==> config.mk <==
export PLATFORM = sky130hd
export DESIGN_NAME = fib_sequencer
export DESIGN_NICKNAME = d
export VERILOG_FILES = /design/src/rtl/fib_pkg.sv /design/src/rtl/fib_sequencer.sv
export SDC_FILE = /design/constraint.sdc
export NUM_CORES = 1
export LEC_CHECK = 0
export ABC_AREA = 1
export CORE_ASPECT_RATIO = 0.8
export CORE_MARGIN = 1.5
export CORE_UTILIZATION = 50
export CTS_BUF_LIST = sky130_fd_sc_hd__clkbuf_8
export DETAILED_ROUTE_END_ITERATION = 10
export DONT_BUFFER_PORTS = 1
export PLACE_DENSITY = 0.68
export SETUP_SLACK_MARGIN = 0.15
export SYNTH_ARGS = -nofsm -noshare
export SYNTH_HDL_FRONTEND = slang
export SYNTH_SLANG_ARGS = --single-unit
==> constraint.sdc <==
create_clock -name clk -period 5.1 [get_ports clk]
set_clock_uncertainty 0.15 [all_clocks]
set_input_delay 1.02 -clock clk [delete_from_list [all_inputs] [get_ports clk]]
set_output_delay 1.02 -clock clk [all_outputs]
set_load 0.005 [all_outputs]
==> src/rtl/fib_pkg.sv <==
// rtl/fib_pkg.sv - shared opcode constants and sequencer state type
package fib_pkg;

   localparam logic [1:0] OP_ADC = 2'd0;
   localparam logic [1:0] OP_SBB = 2'd1;
   localparam logic [1:0] OP_AND = 2'd2;
   localparam logic [1:0] OP_OR  = 2'd3;

   typedef enum logic [1:0] {
      IDLE = 2'd0,
      ADD  = 2'd1,
      DONE = 2'd2
   } state_t;

endpackage

==> src/rtl/fib_sequencer.sv <==
// rtl/fib_sequencer.sv - multi-byte Fibonacci sequencer driving an external byte ALU
module fib_sequencer
   import fib_pkg::*;
#(
   parameter int NBYTES = 4,
   parameter int N_W    = 8
) (
   input  logic                clk,
   input  logic                reset,
   input  logic                start,
   input  logic [N_W-1:0]      n,
   output logic                busy,
   output logic [7:0]          alu_left,
   output logic [7:0]          alu_right,
   output logic                alu_status,
   output logic [1:0]          alu_opcode,
   input  logic [7:0]          alu_result,
   input  logic                alu_status_out,
   output logic [8*NBYTES-1:0] fib,
   output logic [N_W-1:0]      fib_index,
   output logic                overflow,
   output logic                result_valid,
   input  logic                result_ready
);

   localparam int W  = 8 * NBYTES;
   localparam int IW = (NBYTES > 1) ? $clog2(NBYTES) : 1;

   state_t          state;
   logic [W-1:0]    a, b, t, next_t;
   logic [IW-1:0]   i;
   logic            c;
   logic [N_W-1:0]  cnt, k;
   logic            last_byte;

   assign last_byte = (i == IW'(NBYTES - 1));
   assign busy      = (state != IDLE);

   // Partial sum with the byte coming back from the ALU merged in place.
   always_comb begin
      next_t = t;
      next_t[8*i +: 8] = alu_result;
   end

   always_comb begin
      alu_left   = 8'd0;
      alu_right  = 8'd0;
      alu_status = 1'b0;
      alu_opcode = 2'd0;
      if (state == ADD) begin
         alu_left   = a[8*i +: 8];
         alu_right  = b[8*i +: 8];
         alu_status = (i == '0) ? 1'b0 : c;
         alu_opcode = OP_ADC;
      end
   end

   always_ff @(posedge clk or posedge reset) begin
      if (reset) begin
         state        <= IDLE;
         a            <= '0;
         b            <= '0;
         t            <= '0;
         i            <= '0;
         c            <= 1'b0;
         cnt          <= '0;
         k            <= '0;
         fib          <= '0;
         fib_index    <= '0;
         overflow     <= 1'b0;
         result_valid <= 1'b0;
      end else begin
         case (state)
            IDLE: begin
               if (start) begin
                  a        <= '0;
                  b        <= W'(1);
                  cnt      <= n;
                  k        <= '0;
                  i        <= '0;
                  c        <= 1'b0;
                  overflow <= 1'b0;
                  state    <= (n == '0) ? DONE : ADD;
               end
            end
            ADD: begin
               t <= next_t;
               c <= alu_status_out;
               if (last_byte) begin
                  a   <= b;
                  b   <= next_t;
                  k   <= k + 1'b1;
                  cnt <= cnt - 1'b1;
                  i   <= '0;
                  // The final carry only affects a b that is never reported.
                  if (cnt == N_W'(1)) begin
                     state <= DONE;
                  end else if (alu_status_out) begin
                     overflow <= 1'b1;
                     state    <= DONE;
                  end
               end else begin
                  i <= i + 1'b1;
               end
            end
            DONE: begin
               if (!result_valid) begin
                  fib          <= a;
                  fib_index    <= k;
                  result_valid <= 1'b1;
               end else if (result_ready) begin
                  result_valid <= 1'b0;
                  state        <= IDLE;
               end
            end
            default: state <= IDLE;
         endcase
      end
   end

endmodule

==> flow_results.xml <==
<?xml version="1.0" encoding="UTF-8"?>
<metrics>
  <group name="status">
    <metric name="outcome" unit="">finished, violations left</metric>
    <metric name="violations" unit="">DRC</metric>
  </group>
  <group name="global_route">
    <metric name="via_count_of_the_first_global_routing_pass" unit="">5544</metric>
    <metric name="overflow" unit="">0</metric>
    <metric name="grt.total_usage" unit="%">25.3</metric>
    <metric name="grt_start_max_net_pins" unit="">160</metric>
    <metric name="antenna_found_initial" unit="">0</metric>
    <metric name="grt_first_pass_wirelength" unit="um">30400</metric>
  </group>
  <group name="timing">
    <metric name="grt_setup_unrepaired" unit="">false</metric>
    <metric name="finalSetupViolations" unit="">0</metric>
    <metric name="timing.final.hold_violations" unit="">0</metric>
    <metric name="final.period_utilization" unit="%">68.5</metric>
    <metric name="fin_hold_ws" unit="ns">0.335</metric>
    <metric name="fmax" unit="MHz">286</metric>
    <metric name="layout_min_cycle_time" unit="ns">3.49</metric>
    <metric name="setup_total_negative_slack" unit="ns">0</metric>
    <metric name="transition_time_of_the_tightest_slew_check_pin" unit="ns">0.900</metric>
    <metric name="drv_slew" unit="">0</metric>
    <metric name="maxSlewHeadroom" unit="%">40.0</metric>
  </group>
  <group name="logic_synthesis">
    <metric name="synth_top_family_by_area" unit="">compound AO/OA/AOI/OAI gates</metric>
    <metric name="netlist_top_cells_count" unit="">206 x sky130_fd_sc_hd__nand2_1, 159 x sky130_fd_sc_hd__dfrtp_1, 131 x sky130_fd_sc_hd__o21ai_0, 119 x sky130_fd_sc_hd__inv_1, 65 x sky130_fd_sc_hd__nand3_1</metric>
    <metric name="synth_seq_cells" unit="">159</metric>
    <metric name="synthesis.yosys.warnings" unit="">0</metric>
    <metric name="ys_seq_area_share" unit="%">53.5</metric>
    <metric name="avgSynthCellArea" unit="sq um">8.28</metric>
    <metric name="yosys.cell_count.top_type" unit="">sky130_fd_sc_hd__nand2_1</metric>
    <metric name="synth.largest_area_cell" unit="">sky130_fd_sc_hd__dfrtp_1</metric>
    <metric name="synth_compound_gate_area_share" unit="%">17.5</metric>
    <metric name="synthCells" unit="">898</metric>
    <metric name="synth_fa_ha_area_share" unit="%">1.52</metric>
    <metric name="synthXorXnorAreaFrac" unit="%">0</metric>
    <metric name="postSynth.topFlopCell" unit="">sky130_fd_sc_hd__dfrtp_1</metric>
    <metric name="netlist-cell-type-count" unit="">30</metric>
    <metric name="synth-edff-count" unit="">0</metric>
    <metric name="synth_simple_gate_area_share" unit="%">17.1</metric>
    <metric name="async_set_or_reset_flop_fraction_in_the_synthesized_netlist" unit="%">100</metric>
    <metric name="syn_area" unit="sq um">7430</metric>
    <metric name="synth_top_cell_area_share" unit="%">53.5</metric>
    <metric name="yosys-mux-area-fraction" unit="%">0.202</metric>
    <metric name="ys_top_cells_by_area" unit="">sky130_fd_sc_hd__dfrtp_1 54%, sky130_fd_sc_hd__nand2_1 10%, sky130_fd_sc_hd__o21ai_0 8.8%</metric>
  </group>
  <group name="pwr">
    <metric name="seq_power_share" unit="%">41.1</metric>
    <metric name="static-leakage-power" unit="nW">3.65</metric>
    <metric name="total_power" unit="W">0.00463</metric>
    <metric name="total_switching_power" unit="W">0.00197</metric>
    <metric name="power_frac_clock" unit="%">22.3</metric>
    <metric name="comb_power_share" unit="%">36.5</metric>
    <metric name="power.density_cell_area" unit="nW/um^2">587</metric>
    <metric name="largest_voltage_drop_on_the_vdd_net" unit="mV">0.356</metric>
    <metric name="power.share.switching" unit="%">42.7</metric>
    <metric name="intPower" unit="W">0.00265</metric>
  </group>
  <group name="clocking">
    <metric name="htree_levels" unit="">4</metric>
    <metric name="path_clk_slew" unit="ns">0.09</metric>
    <metric name="clk_path_buf_depth" unit="">2</metric>
    <metric name="clock_latency" unit="ns">0.47</metric>
    <metric name="cts_inserted_buffers" unit="">17</metric>
    <metric name="cts.root.buffer_cell" unit="">sky130_fd_sc_hd__clkbuf_8</metric>
    <metric name="cts_resized" unit="">0</metric>
    <metric name="clock_sink_count" unit="">159</metric>
    <metric name="ctsHoldBuffers" unit="">0</metric>
    <metric name="postCtsSetupRepairBufs" unit="">0</metric>
    <metric name="cts_tree" unit="">done</metric>
  </group>
  <group name="hold_path">
    <metric name="hold_class" unit="">reg -&gt; reg</metric>
  </group>
  <group name="worst_setup_path">
    <metric name="ff2ff_setup_slack" unit="ns">1.77</metric>
    <metric name="crit_end" unit="">alu_left[2]</metric>
    <metric name="critPathCaptureType" unit="">output pin</metric>
    <metric name="setup.worst_path.class" unit="">reg -&gt; out</metric>
    <metric name="worst_r2r_endpoint" unit="">b[12]</metric>
    <metric name="crit_arrival" unit="ns">2.32</metric>
    <metric name="path_max_fanout" unit="">20</metric>
    <metric name="worst_setup_sp_type" unit="">flop</metric>
    <metric name="critical_path.startpoint" unit="">i[1]</metric>
    <metric name="rr_worst_depth" unit="">6</metric>
    <metric name="worstPathRequired" unit="ns">3.93</metric>
    <metric name="r2r_start" unit="">i[1]</metric>
  </group>
  <group name="floorplanning">
    <metric name="row_count" unit="">39</metric>
    <metric name="die_height" unit="um">112</metric>
    <metric name="fp.dieW" unit="um">139</metric>
    <metric name="design.die.area" unit="sq um">15600</metric>
    <metric name="num_io_pins" unit="">83</metric>
    <metric name="fp.coreArea" unit="sq um">14400</metric>
    <metric name="floorplan.initialDensity" unit="%">51.6</metric>
  </group>
  <group name="finish">
    <metric name="layout.nets" unit="">900</metric>
    <metric name="area_growth_syn_to_layout" unit="%">6.03</metric>
    <metric name="layout-drive-gt1-share" unit="%">5.55</metric>
    <metric name="fin_cells" unit="">1067</metric>
    <metric name="n_fill_cell" unit="">1291</metric>
    <metric name="insertedDiodeCount" unit="">0</metric>
  </group>
  <group name="detailed_routing">
    <metric name="routed_wire_length_per_instance" unit="um">17.4</metric>
    <metric name="postRouteAntennaNets" unit="">0</metric>
    <metric name="drt_wl_total" unit="um">18500</metric>
    <metric name="detailedRoute.firstIterationViolations" unit="">570</metric>
    <metric name="route.detailed.vias_per_inst" unit="">5.47</metric>
    <metric name="drt_first_pass_iters" unit="">8</metric>
    <metric name="dr_total_vias" unit="">5838</metric>
    <metric name="drc" unit="">4</metric>
  </group>
  <group name="place">
    <metric name="place.port_buffers" unit="">0</metric>
    <metric name="hpwlAfterDp" unit="um">12400</metric>
    <metric name="finalWeightedCongestion" unit="">0.804</metric>
    <metric name="placed_cells" unit="">1035</metric>
  </group>
  <group name="run">
    <metric name="maximum_capacitance_violations" unit="">0</metric>
  </group>
</metrics>
[worst min path at each step]
stage               slack (ns)   from  endpoint  cells past startpoint
floorplan                 0.30  b[16]     b[16]                      2
global placement          0.31  t[20]     t[20]                      2
detailed placement        0.32  b[21]     b[21]                      2
CTS                       0.34  t[22]     t[22]                      2
global route              0.35  t[22]     t[22]                      2
finish                    0.33  b[21]     b[21]                      2
[critical path, cell delays in order (launching register included)]
cell and delay, ns:
sky130_fd_sc_hd__dfrtp_1 0.83, sky130_fd_sc_hd__clkinv_1 0.24, sky130_fd_sc_hd__buf_4 0.28, sky130_fd_sc_hd__a21oi_1 0.12
sky130_fd_sc_hd__o21ai_0 0.14, sky130_fd_sc_hd__a21oi_1 0.24
[metrics by stage]
step	cell area (sq um)	util, %	setup slack (ns)
after floorplan	7440	-	1.92
after global placement	7440	51.7	1.91
after detailed placement	7440	51.7	1.85
after CTS	7880	54.7	1.59
after global routing	7880	54.7	1.45
final	7880	54.7	1.61
[per-layer routing]
layer	up-vias	global-route usage [%]	part of all wire (%)
li1	2883	-	-
met5	-	0	0
met2	138	36.5	45
met1	2794	37.4	48
met4	0	9.22	1.7
met3	23	6.06	5.6
[placed cells by master, fill, tap and decap left out, types with 2 or more instances in the layout]
cell type / synthesis / routed
sky130_fd_sc_hd__a21oi_1: 54 / 54
sky130_fd_sc_hd__nand2_2: 3 / 3
sky130_fd_sc_hd__o22ai_1: 49 / 49
sky130_fd_sc_hd__nand2_1: 206 / 206
sky130_fd_sc_hd__inv_1: 119 / 119
sky130_fd_sc_hd__ha_1: 9 / 9
sky130_fd_sc_hd__o21ai_0: 131 / 131
sky130_fd_sc_hd__nor2_1: 20 / 20
sky130_fd_sc_hd__clkbuf_8: 0 / 18
sky130_fd_sc_hd__conb_1: 1 / 2
sky130_fd_sc_hd__nand3_1: 65 / 65
sky130_fd_sc_hd__dfrtp_1: 159 / 159
sky130_fd_sc_hd__buf_4: 8 / 5
sky130_fd_sc_hd__clkinv_4: 0 / 3
sky130_fd_sc_hd__nand4_1: 6 / 6
sky130_fd_sc_hd__clkinvlp_4: 0 / 4
sky130_fd_sc_hd__clkinv_2: 0 / 2
sky130_fd_sc_hd__bufinv_16: 0 / 4
sky130_fd_sc_hd__o21ai_1: 9 / 9
sky130_fd_sc_hd__inv_2: 3 / 3
[area by class of cell]
cell class	instances	area, sq um	share of cell area [%]
multi-input combinational	563	2710	34.4
timing repair buffer	6	57.6	0.730
clock buffer	18	248	3.14
inverter	123	465	5.91
sequential	159	3980	50.5
tap	184	230	2.92
clock inverter	14	191	2.43
[cell families (layout without fill, tap and decap cells)]
| group | count (synthesis) | in the layout |
|---|---|---|
| AO/OA/AOI/OAI | 246 | 246 |
| adder cells (fa/ha/maj) | 9 | 9 |
| buffers and inverters | 177 | 161 |
| flip-flops | 159 | 159 |
| multiplexers | 1 | 1 |
| other | 1 | 2 |
| AND/OR/NAND/NOR | 305 | 305 |
[flip-flops by register name, summed over array words and instances, names as in the netlist]
| register | flops |
|---|---|
| a | 32 |
| b | 32 |
| fib | 32 |
| t | 32 |
| cnt | 8 |
| fib_index | 8 |
| k | 8 |
| i | 2 |
| state | 2 |
| c | 1 |
| overflow | 1 |
| result_valid | 1 |
[power groups by stage]
stage | Combinational (W) | Clock (W) | Sequential, W
floorplan | 0.00137 | 0 | 0.00184
global route | 0.00192 | 0.00110 | 0.00195
detailed placement | 0.00168 | 0 | 0.00192
finish | 0.00169 | 0.00103 | 0.00190
global placement | 0.00165 | 0 | 0.00191
CTS | 0.00168 | 0.00105 | 0.00190
No activity file was read; power rests on OpenSTA's default activity.
